File: src/rtl/mii_pkg.sv
// Encoding shared by the MII generator, checker and receive deframer:
// control codes, preamble/SFD bytes, deframer states and the term-length keep mask.
package mii_pkg;

   localparam logic [7:0] CODE_IDLE  = 8'h07;
   localparam logic [7:0] CODE_START = 8'hFB;
   localparam logic [7:0] CODE_TERM  = 8'hFD;
   localparam logic [7:0] CODE_ERROR = 8'hFE;
   localparam logic [7:0] PREAMBLE   = 8'h55;
   localparam logic [7:0] SFD        = 8'hD5;

   typedef enum logic {
      ST_IDLE = 1'b0,
      ST_DATA = 1'b1
   } state_e;

   // n valid bytes (1..8) -> low-aligned byte mask; n = 8 yields 0xFF.
   function automatic logic [7:0] keep_from_n(input logic [7:0] n);
      logic [8:0] ones;
      ones = (9'd1 << n[3:0]) - 9'd1;
      return ones[7:0];
   endfunction

endpackage

File: src/rtl/mii_rx_deframer.sv
// Recovers frames from the 64-bit MII word stream: strips START, delays payload by one
// word so the TERM length can qualify the final beat, and keeps frame/error statistics.
module mii_rx_deframer
   import mii_pkg::*;
#(
   parameter int DATA_WIDTH = 64,
   parameter int MAX_WORDS  = 190,
   parameter int CNT_WIDTH  = 16
) (
   input  logic                    clk,
   input  logic                    i_rst,
   input  logic [DATA_WIDTH-1:0]   i_rx_data,
   input  logic                    i_rx_ctrl,
   output logic [DATA_WIDTH-1:0]   o_data,
   output logic                    o_valid,
   output logic                    o_last,
   output logic [DATA_WIDTH/8-1:0] o_keep,
   output logic                    o_err,
   output logic [CNT_WIDTH-1:0]    o_frame_cnt,
   output logic [CNT_WIDTH-1:0]    o_err_cnt,
   output logic [CNT_WIDTH-1:0]    o_last_len
);

   state_e                  state_q, state_d;
   logic [DATA_WIDTH-1:0]   hold_q, hold_d;
   logic                    hold_v_q, hold_v_d;
   logic [CNT_WIDTH-1:0]    wcnt_q, wcnt_d;
   logic [DATA_WIDTH-1:0]   data_q, data_d;
   logic                    valid_q, valid_d;
   logic                    last_q, last_d;
   logic [DATA_WIDTH/8-1:0] keep_q, keep_d;
   logic                    err_q, err_d;
   logic [CNT_WIDTH-1:0]    frame_cnt_q, frame_cnt_d;
   logic [CNT_WIDTH-1:0]    err_cnt_q, err_cnt_d;
   logic [CNT_WIDTH-1:0]    last_len_q, last_len_d;

   logic [7:0] code;
   logic [7:0] term_n;
   logic       start_ok;
   logic       term_ok;

   assign code     = i_rx_data[7:0];
   assign term_n   = i_rx_data[15:8];
   assign start_ok = (i_rx_data[55:8] == {6{PREAMBLE}}) && (i_rx_data[63:56] == SFD);
   assign term_ok  = (code == CODE_TERM) && (term_n >= 8'd1) && (term_n <= 8'd8) && hold_v_q;

   always_comb begin
      state_d     = state_q;
      hold_d      = hold_q;
      hold_v_d    = hold_v_q;
      wcnt_d      = wcnt_q;
      data_d      = data_q;
      valid_d     = 1'b0;
      last_d      = 1'b0;
      keep_d      = '0;
      err_d       = 1'b0;
      frame_cnt_d = frame_cnt_q;
      err_cnt_d   = err_cnt_q;
      last_len_d  = last_len_q;

      if (state_q == ST_IDLE) begin
         if (i_rx_ctrl && (code == CODE_START)) begin
            if (start_ok) begin
               state_d  = ST_DATA;
               hold_v_d = 1'b0;
               wcnt_d   = '0;
            end else if (err_cnt_q != '1) begin
               err_cnt_d = err_cnt_q + CNT_WIDTH'(1);
            end
         end
      end else if (!i_rx_ctrl && (wcnt_q != CNT_WIDTH'(MAX_WORDS))) begin
         if (hold_v_q) begin
            data_d  = hold_q;
            valid_d = 1'b1;
            keep_d  = '1;
         end
         hold_d   = i_rx_data;
         hold_v_d = 1'b1;
         wcnt_d   = wcnt_q + CNT_WIDTH'(1);
      end else if (i_rx_ctrl && term_ok) begin
         data_d     = hold_q;
         valid_d    = 1'b1;
         last_d     = 1'b1;
         keep_d     = keep_from_n(term_n);
         last_len_d = ((wcnt_q - CNT_WIDTH'(1)) << 3) + CNT_WIDTH'(term_n);
         if (frame_cnt_q != '1) frame_cnt_d = frame_cnt_q + CNT_WIDTH'(1);
         state_d    = ST_IDLE;
         hold_v_d   = 1'b0;
      end else begin
         // Abort: overlong frame or any control word other than a well-formed TERM.
         if (hold_v_q) begin
            data_d  = hold_q;
            valid_d = 1'b1;
            last_d  = 1'b1;
            keep_d  = '1;
            err_d   = 1'b1;
         end
         if (err_cnt_q != '1) err_cnt_d = err_cnt_q + CNT_WIDTH'(1);
         state_d  = ST_IDLE;
         hold_v_d = 1'b0;
      end
   end

   always_ff @(posedge clk) begin
      if (!i_rst) begin
         state_q     <= ST_IDLE;
         hold_q      <= '0;
         hold_v_q    <= 1'b0;
         wcnt_q      <= '0;
         data_q      <= '0;
         valid_q     <= 1'b0;
         last_q      <= 1'b0;
         keep_q      <= '0;
         err_q       <= 1'b0;
         frame_cnt_q <= '0;
         err_cnt_q   <= '0;
         last_len_q  <= '0;
      end else begin
         state_q     <= state_d;
         hold_q      <= hold_d;
         hold_v_q    <= hold_v_d;
         wcnt_q      <= wcnt_d;
         data_q      <= data_d;
         valid_q     <= valid_d;
         last_q      <= last_d;
         keep_q      <= keep_d;
         err_q       <= err_d;
         frame_cnt_q <= frame_cnt_d;
         err_cnt_q   <= err_cnt_d;
         last_len_q  <= last_len_d;
      end
   end

   assign o_data      = data_q;
   assign o_valid     = valid_q;
   assign o_last      = last_q;
   assign o_keep      = keep_q;
   assign o_err       = err_q;
   assign o_frame_cnt = frame_cnt_q;
   assign o_err_cnt   = err_cnt_q;
   assign o_last_len  = last_len_q;

endmodule

File: config.mk
export PLATFORM = sky130hd
export DESIGN_NAME = mii_rx_deframer
export DESIGN_NICKNAME = d
export VERILOG_FILES = /design/src/rtl/mii_pkg.sv /design/src/rtl/mii_rx_deframer.sv
export SDC_FILE = /design/constraint.sdc
export NUM_CORES = 1
export LEC_CHECK = 0
export ABC_CLOCK_PERIOD_IN_PS = 7090
export CAP_MARGIN = 40
export CORE_MARGIN = 1.5
export CORE_UTILIZATION = 30
export CTS_CLUSTER_SIZE = 12
export DETAILED_ROUTE_END_ITERATION = 10
export GPL_TIMING_DRIVEN = 0
export PLACE_DENSITY = 0.61
export SYNTH_ARGS = -nofsm -noshare
export SYNTH_HDL_FRONTEND = slang
export SYNTH_SLANG_ARGS = --single-unit
File: constraint.sdc
create_clock -name clk -period 7.09 [get_ports clk]
set_clock_uncertainty 0.05 [all_clocks]
set_input_delay 0.709 -clock clk [delete_from_list [all_inputs] [get_ports clk]]
set_output_delay 0.709 -clock clk [all_outputs]
set_load 0.01 [all_outputs]
# Word-level counts from Yosys, hierarchy flattened
# Cells that the tools add are included.
[word_totals] word_cells=80 inputBits=67 reg_bits=205 out_inout_bits=123
[classes] eq_ne=11 magnitude_cmp=2 muxes=26 shifts=1 add_sub_neg=6 reduce_logical=19 n_bitwise=3
[ops] cell="two-way mux 64 bit" count=3
[ops] cell="two-way mux 16 bit" count=10
[ops] cell="adder 16 x 1 -> 16 bit (second input constant)" count=3
[ops] cell="equality test 48 x 47 -> 1 bit (second input constant)" count=1
[ops] cell="inequality test 16 bit (second input constant)" count=2
[ops] cell="equality test 8 bit (second input constant)" count=3
[ops] cell="two-way mux 8 bit" count=3
[ops] cell="adder 16 x 8 -> 16 bit" count=1
[ops] cell="inequality test 16 x 8 -> 1 bit (second input constant)" count=1
[ops] cell="subtractor 13 x 1 -> 13 bit (second input constant)" count=1
[ops] cell="two-way mux 1 bit" count=10
[ops] cell=">= comparator 8 x 1 -> 1 bit (second input constant)" count=1
[ops] cell="less-or-equal comparator 8 x 4 -> 1 bit (second input constant)" count=1
[ops] cell="AND reduction 4 bit" count=2
[ops] cell="left shift 1 x 4 -> 8 bit (first input constant)" count=1
[ops] cell="subtractor 8 x 1 -> 8 bit (second input constant)" count=1
[ops] cell="logical AND 1 bit" count=7
[ops] cell="inequality test 2 bit (second input constant)" count=3
[ops] cell="AND reduction 2 bit" count=3
[ops] cell="AND reduction 3 bit" count=2
[ops] cell="nonzero test 2 bit" count=2
[ops] cell="OR reduction 4 bit" count=1
[ops] cell="NOT 1 bit" count=3
[ops] cell="OR reduction 3 bit" count=1
[ops] cell="other kinds (2)" count=2

# Logic depth before layout (Yosys ltp)
[logic_depth] word_depth=8 mapped_depth=11

# Worst setup path before layout
# OpenSTA, ideal clock, no wires.
[synth_path] path_type="input to register" from="in i_rx_data[9]" to="reg wcnt_q[7]" cell_stages=9 path_slack_ns=4.187 required_ns=6.925 arrival_ns=2.738 setup_ns=0.115 path_cell_list="buf_4 nor2_1 or4b_1 or4_1 or3_1 buf_6 a211oi_2 xnor2_1 nor2_2"
[synth_between] elab_chain_len=4
[synth_rtl] item="start, declared" line_no="mii_rx_deframer.sv:12" source="input logic [DATA_WIDTH-1:0] i_rx_data,"
[synth_rtl] item="equality test 48 x 47 -> 1 bit" line_no="mii_rx_deframer.sv:44" source="assign start_ok = (i_rx_data[55:8] == {6{PREAMBLE}}) && (i_rx_data[63:56] == SFD);"
[synth_rtl] item="logical AND 1 bit" line_no="mii_rx_deframer.sv:44"
[synth_rtl] item="nonzero test 2 bit (no source line)"
[synth_rtl] item="AND reduction 3 bit (no source line)"
[synth_rtl] item="end signal, assigned" line_no="mii_rx_deframer.sv:122" source="wcnt_q <= wcnt_d;"
[synth_rtl] item="end, declared" line_no="mii_rx_deframer.sv:27" source="logic [CNT_WIDTH-1:0] wcnt_q, wcnt_d;"
# Every way passes these cells.
# A chain may end at the register's enable or synchronous reset.

# Final worst setup path
[layout_path] from="in i_rx_data[12]" to="reg frame_cnt_q[3] (netlist: o_frame_cnt[3])"
[layout_between] elab_chain_len=6 elab_cells_between_ends=7
[layout_rtl] item=">= comparator 8 x 1 -> 1 bit" line_no="mii_rx_deframer.sv:45" source="assign term_ok = (code == CODE_TERM) && (term_n >= 8'd1) && (term_n <= 8'd8) && hold_v_q;"
[layout_rtl] item="logical AND 1 bit" line_no="mii_rx_deframer.sv:45"
[layout_rtl] item="logical AND 1 bit * (2 in series)" line_no="mii_rx_deframer.sv:45"
[layout_rtl] item="logical AND 1 bit *" line_no="mii_rx_deframer.sv:80" source="end else if (i_rx_ctrl && term_ok) begin"
[layout_rtl] item="AND reduction 4 bit (no source line) *"
[layout_rtl] item="end signal, assigned" line_no="mii_rx_deframer.sv:128" source="frame_cnt_q <= frame_cnt_d;"
[layout_rtl] item="end, declared" line_no="mii_rx_deframer.sv:33" source="logic [CNT_WIDTH-1:0] frame_cnt_q, frame_cnt_d;"
# Mark *: on every way between the ends. The rest lies on a longest branch, timed or not.

==> out/results.ini <==
[die]
fp.dieH_um=172
die_area_um2=29500
row_count=61
initial_core_util=0.306
die-width_um=172
boundaryPins=190
coreArea_um2=27900

[drt]
drt-pass1-iter-count=4
drtAntennaViolNets=0
drc_errors=0
drt_iter0_markers=490
num_vias=7953
viasPerCell=4.79
wl_per_cell_um=15.5
drt-total-wl_mm=25.8

[cts]
clkSinkCount=205
cts_root_buf=clkbuf_16
htreeDepth=1
cts_hold_buf=0
cts_buffers=23
cts.clk_slew.worst_paths_ns=0.06
cts_resized=0
clk_latency_ns=0.51
cts_buffer_depth=3
cts_tree=done
post_cts.repair.setup_buffers=0

[placement]
dp_hpwl_mm=19.2
portBuffers=186
gp_congestion=0.821

[setup_path]
arrival_ns=3.80
cp_slowest_stage_delay_ns=0.60
start_kind=primary input
worstPathCellList=clkdlybuf4s50_1, or4_1, nor4_2, nand3_1, clkbuf_1, nor2_1, nand4_1, xor2_1, nor2_1
endpoint_kind=register
critPathMaxFanout=10
crit_top_cell=nor2_1
cp.required_ns=7.41
cp_slowest_cell=or4_1
critical_path_class=in -> reg

[synth]
netlist_area_um2=8550
ys_types=62
synthFlopType=dfxtp_1
synth_warnings=0
synth.net_count=1138
syn-mean-instance-area_um2=8.07
ys_seq_elements=205
synth_edf_count=0
async_flop_share=0
synthCells=1059
yosysSeqAreaShare=0.480

[sta]
setup_violations=0
grt_setup_unrepaired=no
period_share=0.491
fmax_mhz=287
period_needed_ns=3.48
worst_pin_slew_ns=0.779
slew_violations=0
relSlewSlack=0.476
setup_tns_ns=0
hold_violations=0

[cells_and_area]
fillers=2919
layout_common_cells=nand2_1 (304), dfxtp_1 (205), clkdlybuf4s50_1 (186)
layout_commonest_cell=nand2_1
multiInputGateArea_um2=4060
antenna_cells=0
syn2layout_area_growth_pct=34.9
fin_util=0.413
layout-drive-gt1-share=0.0506
regArea_um2=4100
layout.nets=1349

[global_routing]
grt_max_degree=13
first_global_vias=7329
grt-ovfl-total=0
antenna_found_initial=0
grt.total_usage=0.169
grt_pass1_wl_mm=39.1

[pwr]
p_leak_nw=3.84
ir_drop_v=0.000123
cellPowerDensity_nw_per_um2=201

[status]
outcome=finished clean

[hold_path]
min_path_type=reg -> reg

[job]
maxCapViolations=0

-- where the power goes --
group / switching (mW) / internal [mW]
Clock: 0.458 / 0.608
Sequential: 0.0000166 / 1.15
Combinational: 0.0549 / 0.0492
Total: 0.513 / 1.81
-- cells by family (layout without fill, tap and decap cells) --
family,after synthesis,after routing,synth area share
adder cells (fa/ha/maj),12,12,0.0184
XOR/XNOR,50,50,0.0512
multiplexers,6,6,0.00703
AO/OA/AOI/OAI,200,200,0.128
buffers and inverters,87,312,0.0448
AND/OR/NAND/NOR,499,499,0.270
flip-flops,205,205,0.480
-- synth_stat cells, types with 4 or more instances --
cell type | count | area share
nand2_1 | 304 | 0.13
dfxtp_1 | 205 | 0.48
a21oi_1 | 160 | 0.094
clkbuf_1 | 60 | 0.026
nor2_1 | 51 | 0.022
xnor2_1 | 36 | 0.037
nand3_1 | 29 | 0.017
nand4_1 | 17 | 0.012
nor3_1 | 15 | 0.0088
inv_1 | 14 | 0.0061
xor2_1 | 14 | 0.014
nor4_1 | 12 | 0.0088
and3_1 | 11 | 0.0081
ha_1 | 11 | 0.016
o21ai_0 | 11 | 0.0064
and4bb_2 | 9 | 0.013
a21o_1 | 7 | 0.0061
mux2i_1 | 6 | 0.0070
or3_1 | 6 | 0.0044
and2_1 | 5 | 0.0037
nand2b_1 | 5 | 0.0037
or4_1 | 5 | 0.0044
and4_1 | 4 | 0.0041
buf_6 | 4 | 0.0053
-- final timing paths --
path | from | end | slack (ns) | cells past startpoint
worst max-delay path | i_rx_data[12] | o_frame_cnt[3] | 3.61 | 9
worst min-delay path | hold_q[61] | register | 0.40 | 2
worst max register to register | wcnt_q[2] | hold_q[46] | 3.98 | 9
worst min register to register | hold_q[61] | register | 0.40 | 2
-- through the flow --
| step | hold slack, ns | instance area, um2 | cells | setup slack (ns) | power, mW |
|---|---|---|---|---|---|
| floorplan | 0.382 | 8550 | 1059 | 4.19 | 1.22 |
| global placement | 0.389 | 10900 | 1623 | 3.13 | 1.28 |
| detailed placement | 0.394 | 10900 | 1623 | 3.07 | 1.28 |
| CTS | 0.401 | 11500 | 1662 | 3.61 | 2.35 |
| global route | 0.416 | 11500 | 1662 | 3.31 | 2.41 |
| finish | 0.399 | 11500 | 1662 | 3.61 | 2.32 |
-- routing by layer --
layer | global-route usage | wire length [um]
met5 | 0 | 0
met4 | 0.0503 | 589
met3 | 0.0237 | 1270
met2 | 0.282 | 12000
met1 | 0.226 | 11900
-- worst max-delay path: cells and delay by family --
| kind | cells | cell delay (ns) |
|---|---|---|
| buffers and inverters | 2 | 0.93 |
| XOR/XNOR | 1 | 0.15 |
| AND/OR/NAND/NOR | 6 | 2.00 |
-- final cells by class --
type | instances | share of cell area
Clock buffer | 35 | 0.0547
Timing Repair Buffer | 186 | 0.161
Multi-Input combinational cell | 767 | 0.352
Buffer | 72 | 0.0283
Clock inverter | 4 | 0.00174
Sequential cell | 205 | 0.356
Inverter | 15 | 0.00488
Tap cell | 378 | 0.0410
No activity file was read; power rests on OpenSTA's default activity.
